### config.mk
export PLATFORM = sky130hd
export DESIGN_NAME = uart_tx
export DESIGN_NICKNAME = d
export VERILOG_FILES = /design/src/rtl/uart_tx.sv
export SDC_FILE = /design/constraint.sdc
export NUM_CORES = 1
export LEC_CHECK = 0
export ABC_AREA = 1
export CORE_UTILIZATION = 53
export DETAILED_ROUTE_END_ITERATION = 16
export PLACE_DENSITY = 0.77
export SLEW_MARGIN = 10
export SYNTH_ARGS = -nofsm -noshare
export SYNTH_HDL_FRONTEND = slang
export SYNTH_SLANG_ARGS = --single-unit
### constraint.sdc
create_clock -name clk -period 1.9 [get_ports clk]
set_input_delay 0.19 -clock clk [delete_from_list [all_inputs] [get_ports clk]]
set_output_delay 0.19 -clock clk [all_outputs]
set_load 0.01 [all_outputs]
### src/rtl/uart_tx.sv
// -----------------------------------------------------------------------------
// uart_tx
//   UART transmitter. Accepts one parallel word per valid/ready handshake and
//   shifts it out on the tx pin as: start bit (0), DATA_BITS data bits LSB
//   first, an optional even-parity bit, then STOP_BITS stop bits (1).
//   tx only changes at bit boundaries, on the same edge as the state change.
//
// Parameters
//   CLKS_PER_BIT  clk cycles per bit period (>= 2)
//   DATA_BITS     data bits per frame (5..9)
//   PARITY_EN     1 = append even-parity bit, 0 = none
//   STOP_BITS     stop bits per frame (1 or 2)
//
// Ports
//   clk       in   single clock, all logic on posedge
//   rst       in   synchronous active-high reset; aborts any frame in flight
//   in_data   in   word to send, sampled only on the handshake edge
//   in_valid  in   in_data is valid
//   in_ready  out  block can accept a word (state IDLE)
//   tx        out  registered serial line, idle high
//   busy      out  frame in progress (state not IDLE)
//   tx_done   out  one-cycle pulse after the last stop bit completes
// -----------------------------------------------------------------------------
module uart_tx #(
   parameter int CLKS_PER_BIT = 16,
   parameter int DATA_BITS    = 8,
   parameter int PARITY_EN    = 0,
   parameter int STOP_BITS    = 1
) (
   input  logic                 clk,
   input  logic                 rst,
   input  logic [DATA_BITS-1:0] in_data,
   input  logic                 in_valid,
   output logic                 in_ready,
   output logic                 tx,
   output logic                 busy,
   output logic                 tx_done
);

   // Reject illegal configurations at elaboration time.
   generate
      if (CLKS_PER_BIT < 2) begin : g_bad_cpb
         $error("uart_tx: CLKS_PER_BIT must be >= 2");
      end
      if ((DATA_BITS < 5) || (DATA_BITS > 9)) begin : g_bad_data
         $error("uart_tx: DATA_BITS must be 5..9");
      end
      if ((PARITY_EN != 0) && (PARITY_EN != 1)) begin : g_bad_par
         $error("uart_tx: PARITY_EN must be 0 or 1");
      end
      if ((STOP_BITS != 1) && (STOP_BITS != 2)) begin : g_bad_stop
         $error("uart_tx: STOP_BITS must be 1 or 2");
      end
   endgenerate

   localparam int BAUD_W = (CLKS_PER_BIT > 1) ? $clog2(CLKS_PER_BIT) : 1;
   // Bit counter indexes both data bits and stop bits; DATA_BITS dominates.
   localparam int BIT_W  = $clog2(DATA_BITS + 1);

   localparam logic [BAUD_W-1:0] BAUD_LAST = BAUD_W'(CLKS_PER_BIT - 1);
   localparam logic [BIT_W-1:0]  DATA_LAST = BIT_W'(DATA_BITS - 1);
   localparam logic [BIT_W-1:0]  STOP_LAST = BIT_W'(STOP_BITS - 1);

   localparam logic [2:0] S_IDLE   = 3'd0;
   localparam logic [2:0] S_START  = 3'd1;
   localparam logic [2:0] S_DATA   = 3'd2;
   localparam logic [2:0] S_PARITY = 3'd3;
   localparam logic [2:0] S_STOP   = 3'd4;

   logic [2:0]           r_state;
   logic [BAUD_W-1:0]    r_baud;
   logic [BIT_W-1:0]     r_bit;
   logic [DATA_BITS-1:0] r_shift;
   logic                 r_parity;
   logic                 r_tx;
   logic                 r_done;

   logic w_bit_end;
   logic w_idle;

   assign w_bit_end = (r_baud == BAUD_LAST);
   assign w_idle    = (r_state == S_IDLE);

   assign in_ready = w_idle;
   assign busy     = ~w_idle;
   assign tx       = r_tx;
   assign tx_done  = r_done;

   always_ff @(posedge clk) begin
      if (rst) begin
         r_state  <= S_IDLE;
         r_baud   <= '0;
         r_bit    <= '0;
         r_shift  <= '0;
         r_parity <= 1'b0;
         r_tx     <= 1'b1;
         r_done   <= 1'b0;
      end else begin
         r_done <= 1'b0;
         case (r_state)
            S_IDLE: begin
               r_baud <= '0;
               r_bit  <= '0;
               r_tx   <= 1'b1;
               // in_ready is 1 here, so in_valid alone completes the handshake.
               if (in_valid) begin
                  r_shift  <= in_data;
                  r_parity <= ^in_data;
                  r_tx     <= 1'b0;
                  r_state  <= S_START;
               end
            end

            S_START: begin
               if (w_bit_end) begin
                  r_baud  <= '0;
                  r_tx    <= r_shift[0];
                  r_state <= S_DATA;
               end else begin
                  r_baud <= r_baud + 1'b1;
               end
            end

            S_DATA: begin
               if (w_bit_end) begin
                  r_baud <= '0;
                  if (r_bit == DATA_LAST) begin
                     r_bit <= '0;
                     if (PARITY_EN != 0) begin
                        r_tx    <= r_parity;
                        r_state <= S_PARITY;
                     end else begin
                        r_tx    <= 1'b1;
                        r_state <= S_STOP;
                     end
                  end else begin
                     r_bit   <= r_bit + 1'b1;
                     // Bit 0 is on the line now; bit 1 becomes the next one.
                     r_shift <= r_shift >> 1;
                     r_tx    <= r_shift[1];
                  end
               end else begin
                  r_baud <= r_baud + 1'b1;
               end
            end

            S_PARITY: begin
               if (w_bit_end) begin
                  r_baud  <= '0;
                  r_tx    <= 1'b1;
                  r_state <= S_STOP;
               end else begin
                  r_baud <= r_baud + 1'b1;
               end
            end

            S_STOP: begin
               if (w_bit_end) begin
                  r_baud <= '0;
                  if (r_bit == STOP_LAST) begin
                     r_bit   <= '0;
                     r_done  <= 1'b1;
                     r_state <= S_IDLE;
                  end else begin
                     r_bit <= r_bit + 1'b1;
                  end
               end else begin
                  r_baud <= r_baud + 1'b1;
               end
            end

            default: begin
               r_state <= S_IDLE;
               r_baud  <= '0;
               r_bit   <= '0;
               r_tx    <= 1'b1;
            end
         endcase
      end
   end

endmodule

== Word-level counts from Yosys, hierarchy flattened ==
Cells that the tools add are included.

* $add $sub $neg: 2
* Bitwise operators: 5
* Reductions and logical operators: 11
* Equality and inequality tests: 14
* Multiplexer cells: 24

{| class="wikitable"
|+ Operators by type and width
! operator !! number
|-
| $mux 8 || 3
|-
| $mux 3 || 7
|-
| $mux 4 || 4
|-
| $ne 2x2->1 const B || 8
|-
| $pmux 8 s2 || 1
|-
| $pmux 3 s5 || 1
|-
| $pmux 4 s3 || 1
|-
| $add 4x1->4 const B || 2
|-
| $reduce_and 4->1 || 2
|-
| $reduce_and 7->1 || 1
|-
| $eq 3x2->1 const B || 2
|-
| $mux 1 || 6
|-
| $reduce_or 3->1 || 2
|-
| $not 1->1 || 5
|-
| $pmux 1 s5 || 1
|-
| $eq 4x3->1 const B || 1
|-
| $eq 4x4->1 const B || 1
|-
| $logic_not 4->1 || 1
|-
| $reduce_or 4->1 || 1
|-
| $eq 3x1->1 const B || 1
|-
| $eq 3x3->1 const B || 1
|-
| $logic_not 3->1 || 1
|-
| $reduce_and 3->1 || 1
|-
| $reduce_bool 2->1 || 1
|-
| $reduce_or 2->1 || 1
|}

* Word-level logic and storage cells: 62
* Input port bits: 11
* Bits in registers: 21
* Output and inout bits: 4

== Logic depth before layout (Yosys ltp) ==
* Word-level depth: 4
* Mapped depth: 10
* Gate-level depth less buffers: 10

== Worst setup path before layout ==
OpenSTA, ideal clock, no wires.

* Path type: flip-flop to flip-flop
* From: register r_bit[0]
* To: register r_shift[2]
* Data arrival time: 1236 ps
* Path slack: 546 ps
* Required time: 1782 ps
* Stages on the path, launching flop included: 9
* Path through: dfxtp_1 > ha_1 > nand2_1 > nor2_1 > nor2_2 > nor2_4 > nor2_4 > o21ai_0 > nor2_1

* Word-level cells in the longest chain between the ends: 3

{| class="wikitable"
|+ Ends and longest elaborated chain
! what !! RTL line !! source
|-
| from (decl) || 72 || <nowiki>logic [BIT_W-1:0] r_bit;</nowiki>
|-
| from (signal assigned) || 137 || <nowiki>r_bit <= r_bit + 1'b1;</nowiki>
|-
| from (signal assigned) || 165 || <nowiki>r_bit <= r_bit + 1'b1;</nowiki>
|-
| $eq 4x3->1 || 127 || <nowiki>if (r_bit == DATA_LAST) begin</nowiki>
|-
| $ne 2x2->1 (no source line) || -- ||
|-
| $reduce_and 4->1 (no source line) || -- ||
|-
| to (signal assigned) || 107 || <nowiki>r_shift <= in_data;</nowiki>
|-
| to (signal assigned) || 139 || <nowiki>r_shift <= r_shift >> 1;</nowiki>
|-
| to (decl) || 73 || <nowiki>logic [DATA_BITS-1:0] r_shift;</nowiki>
|}

Every way passes these cells.
A chain may end at the register's enable or synchronous reset.

== Final worst setup path ==
* From: register r_state[0]
* To: output port in_ready

* Word-level cells in the longest chain between the ends: 1

{| class="wikitable"
|+ Ends and longest elaborated chain
! what !! RTL line !! source
|-
| from (decl) || 70 || <nowiki>logic [2:0] r_state;</nowiki>
|-
| from (signal assigned) || 91 || <nowiki>r_state <= S_IDLE;</nowiki>
|-
| from (signal assigned) || 110 || <nowiki>r_state <= S_START;</nowiki>
|-
| from (signal assigned) || 118 || <nowiki>r_state <= S_DATA;</nowiki>
|-
| $logic_not 3->1 || 82 || <nowiki>assign w_idle = (r_state == S_IDLE);</nowiki>
|-
| to (decl) || 34 || <nowiki>output logic in_ready,</nowiki>
|}

Every way passes these cells.

==> results.toml <==
[power]
power.leakage_nw = 0.587
powerDensity_nw_per_um2 = 1320
ir_drop_mv = 0.936

[worst_setup_path]
cp-end-kind = "output port"
startpoint_type = "flop"
crit_arrival_ns = 1.61
r2r-end = "r_shift[5]$_SDFFE_PP0P_"
startpoint = "r_state[0]$_SDFFE_PP0P_"
r2r_cells = 7
critical_path_class = "reg -> out"
reg2reg_from = "r_state[2]$_SDFFE_PP0P_"
r2r_slack_ns = 0.27
crit_path_max_fanout = 5
required_ns = 1.71

[yosys]
yosys_warnings = 0
syn_nets = 181
synth_seq_cells = 21
synthesis.area_um2 = 1120
synth_common_cells = "nand2_1, nor2_1, dfxtp_1"
avgSynthCellArea_um2 = 6.71
netlist_top_cells_area = "dfxtp_1, nand2_1, nor2_1, inv_1, o21ai_0"
synth-async-reset-ratio = 0
synth.top_cell.area_share = 0.375
synth_top_area_cell = "dfxtp_1"
synth_edf_count = 0
synthDistinctLibCells = 22
synthCells = 167
synth_flop_cell = "dfxtp_1"
yosysMostFrequentCell = "nand2_1"
seq_area_frac_synth = 0.375

[cts]
cts_resized = 0
cts_buffers = 3
cts_sinks = 21
cts_tree = "done"
ctsHoldBuffers = 0
cts_max_level = 1
clockBufferDepth = 2
clk_pin_slew_ns = 0.12
clk_latency_ns = 0.31
post_cts_buffers = 0
clockRootBuffer = "clkbuf_4"

[routing]
dr_wl_met3_um = 66
met1_length_um = 997
routed.top_layer = "met4"
met2WireLength_um = 1120
via_per_inst = 5.08
wl_per_cell_um = 10.6
drt-total-wl_um = 2230
drcViolationCount = 0
drt-initial-drc-count = 13
vias = 1066
first_pass_iters = 4
antenna_left = 0

[sta]
maxSlewViolCount = 0
fin_worst_skew_ns = 0.00319
maxSlewHeadroom = 0.760
setup_viol = 0
hold_viol_final = 0
fin_crit_sh = 0.950
tns_ns = 0
tightest_slew_ns = 0.359
fmax_mhz = 554
finalCriticalPeriod_ns = 1.80
rsz0062_at_grt = "no"

[run]
drv_cap = 0

[place]
port_buffers = 14
place_hpwl_um = 1670
postPlaceCellArea_um2 = 1280
place_congestion = 0.785

[floorplanning]
io_pins = 15
die_height_um = 48.0
core-area_um2 = 1980
die_w_um = 48.0
start_util = 0.566
die_area_um2 = 2300
row_count = 16

[layout]
n_antenna_cell = 0
layout.nets = 198
area_growth_pct = 17.1
fin_area_um2 = 1310
drive_above_1_share = 0.0874

[min_path]
min_from = "r_baud[0]$_SDFF_PP0_"
hold_class = "reg -> reg"
worstHoldEndpoint = "r_baud[0]$_SDFF_PP0_"
worstHoldPathCells = 1

[global_routing]
grt_usage = 0.219
grt_pass1_vias = 915
grt_antenna_before_repair = 0
grt_max_degree = 14
overflow = 0
grt_pass1_wl_um = 3530

[outcome]
run_status = "finished clean"
[where the power goes]
group          total (mW)  switching [mW]  internal [mW]
clock network       0.219           0.141         0.0788
registers           0.635          0.0854          0.549
logic               0.875           0.551          0.324
[metrics by stage]
step / util / power (mW) / setup slack (ns) / hold slack, ns / cells
after floorplan: - / 1.28 / 0.546 / 0.259 / 167
after global placement: 0.648 / 1.49 / 0.346 / 0.441 / 206
after detailed placement: 0.648 / 1.51 / 0.311 / 0.443 / 206
after CTS: 0.662 / 1.74 / 0.0765 / 0.463 / 210
after global routing: 0.662 / 1.88 / 0.00452 / 0.482 / 210
final: 0.662 / 1.73 / 0.0950 / 0.454 / 210
[layout make-up]
class / instances / area (um^2)
clock inverter: 1 / 5.00
timing repair buffer: 14 / 140
sequential: 21 / 420
inverter: 14 / 52.6
multi-input combinational: 130 / 638
clock buffer: 3 / 22.5
tap: 27 / 33.8
fill: 197 / 669
[registers in the layout, summed over array words and instances (netlist names)]
register  cells
r_baud        4
r_bit         4
r_shift       8
r_state       3
tx            1
tx_done       1
[cell usage in the layout, fill, tap and decap left out, types with 2 or more instances in the layout]
| cell type | count |
|---|---|
| a21oi_1 | 6 |
| clkbuf_4 | 3 |
| clkdlybuf4s50_1 | 14 |
| dfxtp_1 | 21 |
| ha_1 | 3 |
| inv_1 | 13 |
| nand2_1 | 44 |
| nand2_2 | 2 |
| nand2_4 | 2 |
| nand3_1 | 8 |
| nand3_2 | 2 |
| nor2_1 | 34 |
| nor2_2 | 2 |
| nor2_4 | 3 |
| nor3_1 | 8 |
| o21ai_0 | 9 |
| xor2_1 | 2 |
[layer usage]
metal  up-vias  global-route usage
li1        563                   -
met1       477               0.245
met2        20               0.381
met3         6              0.0491
met4         0               0.117
met5         -                   0
[how the worst max path moves through the flow]
| stage | depth (start not counted) | to | slack [ns] |
|---|---|---|---|
| after floorplan | 8 | r_shift[2]$_SDFFE_PP0P_ | 0.55 |
| after detailed placement | 7 | r_shift[5]$_SDFFE_PP0P_ | 0.31 |
| final | 4 | in_ready | 0.1 |
| after global routing | 4 | in_ready | 0.005 |
| after global placement | 8 | r_shift[7]$_SDFFE_PP0P_ | 0.35 |
| after CTS | 4 | in_ready | 0.08 |
[cell families (layout without fill, tap and decap cells)]
logic type / after synthesis / in the layout / synth area share
buf+inv: 16 / 32 / 0.0558
fa+ha+maj: 3 / 3 / 0.0335
compound gates: 18 / 18 / 0.0848
flops: 21 / 21 / 0.375
xor+xnor: 2 / 2 / 0.0156
simple gates: 107 / 107 / 0.435
[worst max-delay path, cell delays in order (launching register included)]
cell and delay, ns:
dfxtp_1 0.40, nor2_2 0.18, nand2_2 0.08, inv_2 0.10, clkdlybuf4s50_1 0.54
(Power assumes the default switching activity.)
